[config.mk]
export PLATFORM = sky130hd
export DESIGN_NAME = operand_fetch
export DESIGN_NICKNAME = d
export VERILOG_FILES = /design/src/rtl/operand_fetch.sv
export SDC_FILE = /design/constraint.sdc
export NUM_CORES = 1
export LEC_CHECK = 0
export ABC_AREA = 0
export BUFFER_PORTS_ARGS = -buffer_cell sky130_fd_sc_hd__buf_2
export CORE_ASPECT_RATIO = 0.7
export CORE_MARGIN = 2
export CORE_UTILIZATION = 53
export CTS_CLUSTER_DIAMETER = 60
export DETAILED_ROUTE_END_ITERATION = 10
export HOLD_SLACK_MARGIN = 0.03
export PLACE_DENSITY = 0.85
export SKIP_CTS_REPAIR_TIMING = 1
export SLEW_MARGIN = 20
export SYNTH_ARGS = -nofsm -noshare
export SYNTH_HDL_FRONTEND = slang
export SYNTH_SLANG_ARGS = --single-unit
[constraint.sdc]
create_clock -name clk -period 3 [get_ports clk]
set_input_delay 0 -clock clk [delete_from_list [all_inputs] [get_ports clk]]
set_output_delay 0 -clock clk [all_outputs]
set_load 0.05 [all_outputs]
[src/rtl/operand_fetch.sv]
// Operand-fetch stage: register file read, writeback bypass, per-register
// scoreboard hazard blocking, registered execute handoff and stall counter.
module operand_fetch #(
  parameter int NREGS      = 32,
  parameter int XLEN       = 32,
  parameter int LOG2_NREGS = $clog2(NREGS)
) (
  input  logic                  clk,
  input  logic                  reset,

  input  logic                  in_valid,
  output logic                  in_ready,
  input  logic [LOG2_NREGS-1:0] in_rs1,
  input  logic [LOG2_NREGS-1:0] in_rs2,
  input  logic [LOG2_NREGS-1:0] in_rd,
  input  logic                  in_rd_we,

  output logic [LOG2_NREGS-1:0] rf_read_addr1,
  output logic [LOG2_NREGS-1:0] rf_read_addr2,
  input  logic [XLEN-1:0]       rf_read_data1,
  input  logic [XLEN-1:0]       rf_read_data2,

  input  logic                  wb_valid,
  input  logic [LOG2_NREGS-1:0] wb_addr,
  input  logic [XLEN-1:0]       wb_data,

  output logic                  out_valid,
  input  logic                  out_ready,
  output logic [XLEN-1:0]       out_op1,
  output logic [XLEN-1:0]       out_op2,
  output logic [LOG2_NREGS-1:0] out_rd,
  output logic                  out_rd_we,

  output logic [15:0]           stall_count
);

  logic [NREGS-1:0]      r_pending;
  logic                  r_out_valid;
  logic [XLEN-1:0]       r_out_op1;
  logic [XLEN-1:0]       r_out_op2;
  logic [LOG2_NREGS-1:0] r_out_rd;
  logic                  r_out_rd_we;
  logic [15:0]           r_stall_count;

  logic [NREGS-1:0]      w_clr;
  logic [NREGS-1:0]      w_set;
  logic [NREGS-1:0]      w_busy;
  logic [NREGS-1:0]      w_pending_nxt;
  logic                  w_hazard;
  logic                  w_out_free;
  logic                  w_accept;
  logic [XLEN-1:0]       w_op1;
  logic [XLEN-1:0]       w_op2;

  assign rf_read_addr1 = in_rs1;
  assign rf_read_addr2 = in_rs2;

  // A register being written back this cycle is no longer busy.
  always_comb begin
    w_clr = '0;
    if (wb_valid && (wb_addr != '0)) w_clr[wb_addr] = 1'b1;
  end

  assign w_busy = r_pending & ~w_clr;

  assign w_hazard = in_valid && (w_busy[in_rs1] || w_busy[in_rs2] ||
                                 (in_rd_we && w_busy[in_rd]));

  assign w_out_free = !r_out_valid || out_ready;
  assign in_ready   = !w_hazard && w_out_free;
  assign w_accept   = in_valid && in_ready;

  always_comb begin
    w_set = '0;
    if (w_accept && in_rd_we && (in_rd != '0)) w_set[in_rd] = 1'b1;
  end

  // Set applied after clear so a new producer of the same register stays tracked.
  always_comb begin
    w_pending_nxt    = (r_pending & ~w_clr) | w_set;
    w_pending_nxt[0] = 1'b0;
  end

  // The register file returns the pre-write value this cycle, so bypass wb_data.
  always_comb begin
    if (in_rs1 == '0)       w_op1 = '0;
    else if (w_clr[in_rs1]) w_op1 = wb_data;
    else                    w_op1 = rf_read_data1;

    if (in_rs2 == '0)       w_op2 = '0;
    else if (w_clr[in_rs2]) w_op2 = wb_data;
    else                    w_op2 = rf_read_data2;
  end

  always_ff @(posedge clk or negedge reset) begin
    if (!reset) begin
      r_pending <= '0;
    end else begin
      r_pending <= w_pending_nxt;
    end
  end

  always_ff @(posedge clk or negedge reset) begin
    if (!reset) begin
      r_out_valid <= 1'b0;
      r_out_op1   <= '0;
      r_out_op2   <= '0;
      r_out_rd    <= '0;
      r_out_rd_we <= 1'b0;
    end else if (w_accept) begin
      r_out_valid <= 1'b1;
      r_out_op1   <= w_op1;
      r_out_op2   <= w_op2;
      r_out_rd    <= in_rd;
      r_out_rd_we <= in_rd_we;
    end else if (out_ready) begin
      r_out_valid <= 1'b0;
    end
  end

  // Only scoreboard stalls are counted; downstream backpressure is not.
  always_ff @(posedge clk or negedge reset) begin
    if (!reset) begin
      r_stall_count <= '0;
    end else if (w_hazard && (r_stall_count != 16'hFFFF)) begin
      r_stall_count <= r_stall_count + 16'd1;
    end
  end

  assign out_valid   = r_out_valid;
  assign out_op1     = r_out_op1;
  assign out_op2     = r_out_op2;
  assign out_rd      = r_out_rd;
  assign out_rd_we   = r_out_rd_we;
  assign stall_count = r_stall_count;

endmodule

* Word level (Yosys, flattened, before mapping) *
Index checks and enable logic that the tools add are counted.

word-level totals
  register bits after elaboration = 118
  input bits = 122

operators by class
  $add $sub $neg = 1
  $lt $le $gt $ge = 6
  eq/ne operators = 1
  mux-type cells = 22
  bitwise gates (word level) = 3
  reduce and logical (&&, ||, !) cells = 20

operator list
  kind                                                         count
  2-to-1 mux 32 bit                                            6
  bitwise AND 32 bit                                           1
  NOT 32 bit                                                   1
  bitwise OR 32 bit                                            1
  binary-select mux 1 bit (select 5 bit)                       5
  less-than comparator 5 x 6 -> 1 bit (second input constant)  4
  adder 16 x 1 -> 16 bit (second input constant)               1
  inequality test 16 bit (second input constant)               1
  demux 1 bit (select 5 bit)                                   2
  >= comparator 5 x 1 -> 1 bit (second input constant)         2
  logical AND 1 bit                                            10
  zero test 5 bit                                              2
  nonzero test 5 bit                                           2
  2-to-1 mux 1 bit                                             9
  logical OR 1 bit                                             3
  zero test 1 bit                                              2
  nonzero test 2 bit                                           1

* Depth between registers and ports, before layout *
Gate-level depths: netlist of run 1.

  depth in word-level cells = 19
  mapped depth = 12

* Worst setup path after synthesis of run 1 *
No wires, ideal clock.

  path kind = register to output
  start point = reg r_pending[11]
  end point = out in_ready
  data arrival time = 3.071 ns
  data required time = 3.000 ns
  setup slack = -0.071 ns
  stages on the path, launching flop included = 9
  cells stage by stage = dfrtp_1 > mux2_2 > a2111oi_0 > o31ai_1 > a31o_1 > a32oi_4 > nand4_4 > clkbuf_1 > a21boi_0

on the way
  longest elaborated chain between the ends = 8
  elaborated cells on any way between the ends = 13
  classes of those cells = 6 x mux; 1 x bitwise; 6 x reduce/logical

RTL lines
  what                                                       RTL line  text
  start: declaration                                         37        logic [NREGS-1:0] r_pending;
  start signal: assignment                                   99        r_pending <= w_pending_nxt;
  bitwise AND 32 bit (*)                                     64        assign w_busy = r_pending & ~w_clr;
  binary-select mux 1 bit (select 5 bit) (on tied branches)  66, 67
  2-to-1 mux 1 bit (on tied branches)                        66, 67
  logical OR 1 bit or logical AND 1 bit (tied branches)      66, 67
  logical OR 1 bit (*)                                       66        assign w_hazard = in_valid && (w_busy[in_rs1] || w_busy[in_rs2] ||
  logical AND 1 bit (*)                                      66
  zero test 1 bit (*)                                        70        assign in_ready = !w_hazard && w_out_free;
  logical AND 1 bit (*)                                      70
  end: declaration                                           12        output logic in_ready,

Every way passes the cells marked *; elsewhere a longest branch is shown, timed or not. The select of a mux whose other input is x is not followed.

* Final worst setup path of run 1 *
  start point = reg r_pending[9]
  end point = out in_ready

The elaborated chain is that of the path after synthesis.

==> summary.md, run 1 <==
| Metric | Value |
|---|---|
| Outcome | finished, violations left |
| Failing checks | hold timing, setup timing |
| Arrival @ worst endpoint | 3000 ps |
| Peak supply drop | between 0.5 and 0.6 mV |
| Clock Pin Slew Worst Setup and Hold Paths | about 60 ps |
| # port buffers | 219 |
| Register area | 2954 um2 |
| WHS | -10.20 ps |
| Clk buf depth | 2 |
| Final hold vios | 3 |
| Via total after detailed routing | 8234 |
| Max-slew violations | 0 |
| Area of the multi-input gates | 4354 um2 |
| Slowest CP cell | dfrtp_1 |
| Synth top area share | 38.03% |
| Post-synth EDFFs | 0 |
| Num CTS Buffers | 17 |
| CTS root buf | clkbuf_16 |
| Setup TNS Final | -1.548 ps |
| Core ar. | about 14000 um2 |
| Net count, final | ~1200 |
| Synth Cell Area | 7765 um2 |
| Share of flip-flops with an asynchronous set or reset | between 90% and 100% |
| CTS H-tree lvls | 4 |
| Post-route DRC | 0 |
| Pin count of the biggest net entering global routing | 72 |
| CP cell instances | mux2_2 -> a2111oi_2 -> o31ai_1 -> a31o_1 -> a32oi_4 -> nand4_4 -> buf_12 -> a21boi_1 -> buf_4 |
| Layout cells sized above 1 | between 30 and 40% |
| Max cap viols | 0 |
| Antenna Violating Nets Remaining | 0 |
| FILL cells | between 800 and 900 |
| Drt total wl | 30080 um |
| Row count | 36 |
| Die area | about 16000 um2 |
| Post-synthesis average cell area | between 10 and 15 um2 |
| Post-DP HPWL | 17930 um |
| Syn Nets | 868 |
| Critical Path End Type | output pin |
| IO Pins | between 200 and 250 |
| Total track usage | 31.36% |
| Top_reg_cell synth | dfrtp_1 |
| YS warnings | 0 |
| PnR worst setup slack | -1.548 ps |
| Leading area contributor after synthesis | dfrtp_1 |
| Part of the cycle the worst path needs | 100.1% |
| Area grow syn2layout | 40.40% |
| Pwr Density | between 600 and 700 nW/um2 |
| First-pass GRT wire length | between 30000 and 40000 um |
| Pwr Total | approximately 7.4 mW |
| Vias in the first global route | 6895 |
| TritonCTS Sinks | between 100 and 150 |
| WS Path Type | flip-flop to output pin |
| Core Util, Final | about 77% |
| Mapped Cells | roughly 750 |
| DR iter-0 viols | 858 |
| Top area cells in the synthesized netlist | dfrtp_1, mux2i_1, o31ai_2 |
| Fmax | 333.2 MHz |
| Height of the die | approximately 110 um |
| Worst-path fanout max | 18 |
| Actual slew at the worst max-slew pin | around 650 ps |
| Final Skew | between 15 and 20 ps |
| Slew HR | around 57% |
| Drt pass-1 iters | 6 |
| LEAKAGE | 4.952 nW |
| Min-Delay Path Class | input port to flip-flop |
| Worst Path Required | 3000 ps |
| WL/cell | 23.63 um |
| Setup crit start kind | flip-flop |
| Fin area | 10900 um2 |
| Clock Latency Late Sink | roughly 410 ps |
| RD Place Congestion | between 1 and 1.5 |
| Initial antenna violation count | 0 |
| Setup-failing EPs final | 1 |
| Chip Width | 148.7 um |
| #FFs+latches synth | ~120 |
| Grt total ovfl | 0 |
| Max incr delay on CP | 450 ps |
| Register area share after synthesis | about two fifths |
| Period minus WS final | around 3000 ps |
| Vias/cell | around 6.5 |
| Synth cell types | 74 |
| CTS tree | yes |
| Dpl cell area | around 9100 um2 |
| Starting Density | between 50% and 60% |
## kinds of logic after synthesis
family | share of synthesized area (%)
AND/OR/NAND/NOR | 10.68
XOR/XNOR | 3.013
multiplexers | 15.68
AO/OA/AOI/OAI | 26.06
adder cells (fa/ha/maj) | 0.1611
buffers and inverters | 6.381
flip-flops | 38.03
## per-layer routing
metal,up-vias,wire length [um],GRT usage [%]
met2,658,13610,45.60
met4,0,1174,8.435
met3,97,3467,8.225
met1,3967,11820,46.35
li1,3512,-,-
met5,-,0,0
## per-stage QoR
step | worst slack, ps | cells
2_1_floorplan | 300.0 | 745
3_3_place_gp | 177.5 | 1115
3_5_place_dp | 69.54 | 1115
4_1_cts | -63.06 | 1147
5_1_grt | -72.24 | 1272
6_report | -1.548 | 1273
## state kept, by name, summed over array words and instances (netlist names)
signal	count
out_op1	32
r_pending	31
out_valid	1
out_rd	5
out_rd_we	1
stall_count	16
out_op2	32
## critical path, delay by kind of cell, from the launching register on
family	cells	cell delay [ps]
compound gates	5	1210
flops	1	450
buf+inv	2	450
mux	1	320
simple gates	1	160
## cells in the mapped netlist, types with 5 or more instances
master,number
nand2_1,21
mux2_2,21
dfrtp_1,118
nor3_1,19
o22ai_1,5
buf_4,15
buf_2,8
nor2_1,16
o21ai_0,107
clkbuf_1,39
and3_1,11
o311ai_0,5
o31ai_2,57
nand3_1,20
nand2b_1,5
buf_6,12
o31ai_1,42
a31oi_1,6
mux2i_1,89
xnor2_1,20
inv_1,13
nand4_1,5
## layout make-up
class                      instances  share of cell area [%]
antenna                            1                 0.02295
clock buffer                      20                   4.189
clock inverter                    12                  0.8723
inverter                          13                  0.4476
multi-input combinational        537                   39.94
sequential                       118                   27.10
tap                              190                   2.181
timing repair buffer             382                   25.25
## cell usage in the layout, fill, tap and decap left out, types with 3 or more instances in the layout
cell           synthesis  layout
nand2b_1               5       5
buf_2                  8     217
o22ai_1                5       5
dlygate4sd3_1          0     122
inv_1                 13      13
nand3_1               20      20
or3_1                  3       3
nor2_1                16      16
nand3b_1               4       4
xnor2_1               20      20
o21ai_0              107     107
o31ai_2               57      57
a311oi_1               3       3
a31oi_1                6       5
nand4_1                5       5
o2111ai_1              3       3
o311ai_0               5       5
clkinvlp_4             0       5
xor2_1                 3       3
mux2_2                21      21
mux4_2                 4       4
buf_12                 0       7
inv_6                  0       4
a211oi_1               3       3
o31ai_1               42      42
mux2i_1               89      89
and2_1                 3       3
nor3_1                19      19
o32ai_1                3       3
buf_4                 15      34
dfrtp_1              118     117
a21oi_1                3       3
clkbuf_16              0      19
nand2_1               21      21
nand4bb_1              3       3
and3_1                11      11
## final timing paths
kind	cells past startpoint	slack (ps)	end	from
max in group asynchronous	4	1520	r_pending[8]	reset
worst max-delay path	9	-2	in_ready	r_pending[9]
worst min register to register	1	500	stall_count[4]	stall_count[4]
worst max register to register	9	30	out_op2[4]	r_pending[9]
min in group asynchronous	3	540	r_pending[6]	reset
worst min-delay path	3	-10	out_op2[10]	wb_data[10]
## where the power goes
part           switching [mW]  internal (mW)  leakage [nW]
logic                    2.24          0.944          3.19
clock network           0.790           1.11         0.256
registers               0.315           1.98          1.51
Note: power is estimated with default switching activity, not from simulation.
==> run 2: changes to the inputs <==
--- a/config.mk
+++ b/config.mk
@@ -9,11 +9,12 @@
 export BUFFER_PORTS_ARGS = -buffer_cell sky130_fd_sc_hd__buf_2
 export CORE_ASPECT_RATIO = 0.7
 export CORE_MARGIN = 2
-export CORE_UTILIZATION = 53
+export CORE_UTILIZATION = 55
+export CTS_BUF_LIST = sky130_fd_sc_hd__clkbuf_8
 export CTS_CLUSTER_DIAMETER = 60
 export DETAILED_ROUTE_END_ITERATION = 10
 export HOLD_SLACK_MARGIN = 0.03
-export PLACE_DENSITY = 0.85
+export PLACE_DENSITY = 0.88
 export SKIP_CTS_REPAIR_TIMING = 1
 export SLEW_MARGIN = 20
 export SYNTH_ARGS = -nofsm -noshare
==> run 2 against run 1 <==
Sequential power barely moved; first-iteration DRC count fell by 15%; fmax rose by 3.4%; critical endpoint unchanged; die area fell by 3.5%; the flow now finishes without violations; combinational power barely moved.
==> summary.md, run 2 (same netlist as run 1, synthesis figures left out) <==
| Metric | Value |
|---|---|
| TritonCTS Sinks | 118 |
| Fmax | roughly 340 MHz |
| Drt pass-1 iters | 6 |
| LEAKAGE | 4.898 nW |
| FILL cells | 909 |
| CP Buf/Inv Count | 2 |
| Clock Latency Late Sink | 440 ps |
| Starting Density | ~56% |
| CTS root buf | clkbuf_8 |
| Height of the die | slightly above 100 um |
| Vias in the first global route | 6831 |
| Num CTS Buffers | 17 |
| Initial antenna violation count | 2 |
| CP cell instances | mux2_2 -> a2111oi_2 -> o31ai_1 -> a31o_1 -> a32oi_4 -> nand4_4 -> buf_12 -> a21boi_1 -> buf_4 |
| Placed cells | 1110 |
| DR iter-0 viols | between 700 and 800 |
| Peak supply drop | ~0.52 mV |
| Final Skew | 22.57 ps |
| Layout cells sized above 1 | a little over a third |
| Period minus WS final | between 2000 and 3000 ps |
| Post-route DRC | 0 |
| Final cell count without fillers | 1277 |
| RD Place Congestion | 0.9890 |
| Die area | about 15000 um2 |
| Chip Width | 146.0 um |
| Core Util, Final | between 70% and 80% |
| Part of the cycle the worst path needs | a little over nine tenths |
| Antenna Violating Nets Remaining | 0 |
| Most frequent cells in the layout | buf_2, dlygate4sd3_1, dfrtp_1 |
| Core ar. | ~14000 um2 |
| # port buffers | around 220 |
| Outcome | finished, final reports clean |
| Clock Pin Slew Worst Setup and Hold Paths | about 70 ps |
| WS Path Type | flip-flop to output pin |
| Final hold vios | 0 |
| Clk buf depth | 2 |
| Min-Delay Path Class | input port to flip-flop |
| Worst Path Required | around 3000 ps |
| Net count, final | roughly 1200 |
| Max cap viols | 0 |
| Setup-failing EPs final | 0 |
| Worst path top cell family by delay | compound AO/OA/AOI/OAI gates |
| Pin count of the biggest net entering global routing | 72 |
| Slew HR | approximately 40% |
| Vias/cell | between 6 and 7 |
| CTS H-tree lvls | 4 |
| Max-slew violations | 0 |
| Slowest CP cell | dfrtp_1 |
| IO Pins | 220 |
| Setup crit start kind | flip-flop |
| Post-DP HPWL | between 15000 and 20000 um |
| Pwr Density | ~640 nW/um2 |
| Row count | 36 |
| WL/cell | between 20 and 25 um |
| Drt total wl | 29760 um |
| Critical Path End Type | output pin |
| Worst-path fanout max | 18 |
| Total track usage | 31.45% |
| Actual slew at the worst max-slew pin | 887.1 ps |
| Most common cell after layout, fill and taps aside | buf_2 |
| Max incr delay on CP | roughly 410 ps |
| First-pass GRT wire length | 37290 um |
| Grt total ovfl | 0 |
| Via total after detailed routing | around 8000 |
| Arrival @ worst endpoint | between 2000 and 3000 ps |
| Area grow syn2layout | 39.16% |
| CTS tree | yes |
-- run 2: per-stage QoR --
stage               power [mW]  setup TNS, ps  setup slack, ps  hold WS (ps)  cell area, um2
floorplan                4.361              0            300.0        -295.6            7765
global placement         5.098              0            107.3         115.5            9007
detailed placement       5.173              0            81.01         127.0            9007
global route             7.207         -46.35           -27.33         13.47           10810
finish                   6.955              0            96.01         1.089           10810
CTS                      6.634         -16.02           -16.02        -342.7            9404
-- run 2: layer usage --
metal | global-route usage [%] | up-vias | share of wire, %
met2 | 47.24 | 679 | 47
met3 | 9.474 | 90 | 12
met1 | 44.59 | 3925 | 39
met5 | 0 | - | 0
met4 | 9.111 | 0 | 2.9
li1 | - | 3516 | -
-- run 2: path summary, 6_finish.rpt --
kind	from	endpoint	slack, ps	depth (start not counted)
min	wb_data[15]	out_op1[15]	1	3
min in group asynchronous	reset	stall_count[8]	190	2
max in group asynchronous	reset	out_op1[18]	2010	3
max reg2reg	r_pending[9]	out_op2[11]	120	9
max	r_pending[9]	in_ready	100	9
min reg2reg	stall_count[4]	stall_count[4]	510	1
-- run 2: layout make-up --
class / count / area, um2 / area share, %
Multi-Input combinational cell: 537 / 4372 / 40.46
Sequential cell: 118 / 2953 / 27.33
Timing Repair Buffer: 386 / 2793 / 25.85
Clock buffer: 18 / 247.7 / 2.293
Tap cell: 190 / 237.7 / 2.200
Clock inverter: 13 / 148.9 / 1.378
Inverter: 13 / 48.80 / 0.4516
Antenna cell: 2 / 5.005 / 0.04632
-- run 2: report_power, final --
group	leakage (nW)	internal, mW	total (mW)	switching [mW]
clock	0.192	0.765	1.49	0.721
sequential	1.51	1.98	2.28	0.303
combinational	3.20	0.949	3.19	2.24
-- run 2: tightest hold or removal path: cells and delay by family --
family,cells,cell delay (ps)
buf+inv,1,130
compound gates,1,70
mux,1,180
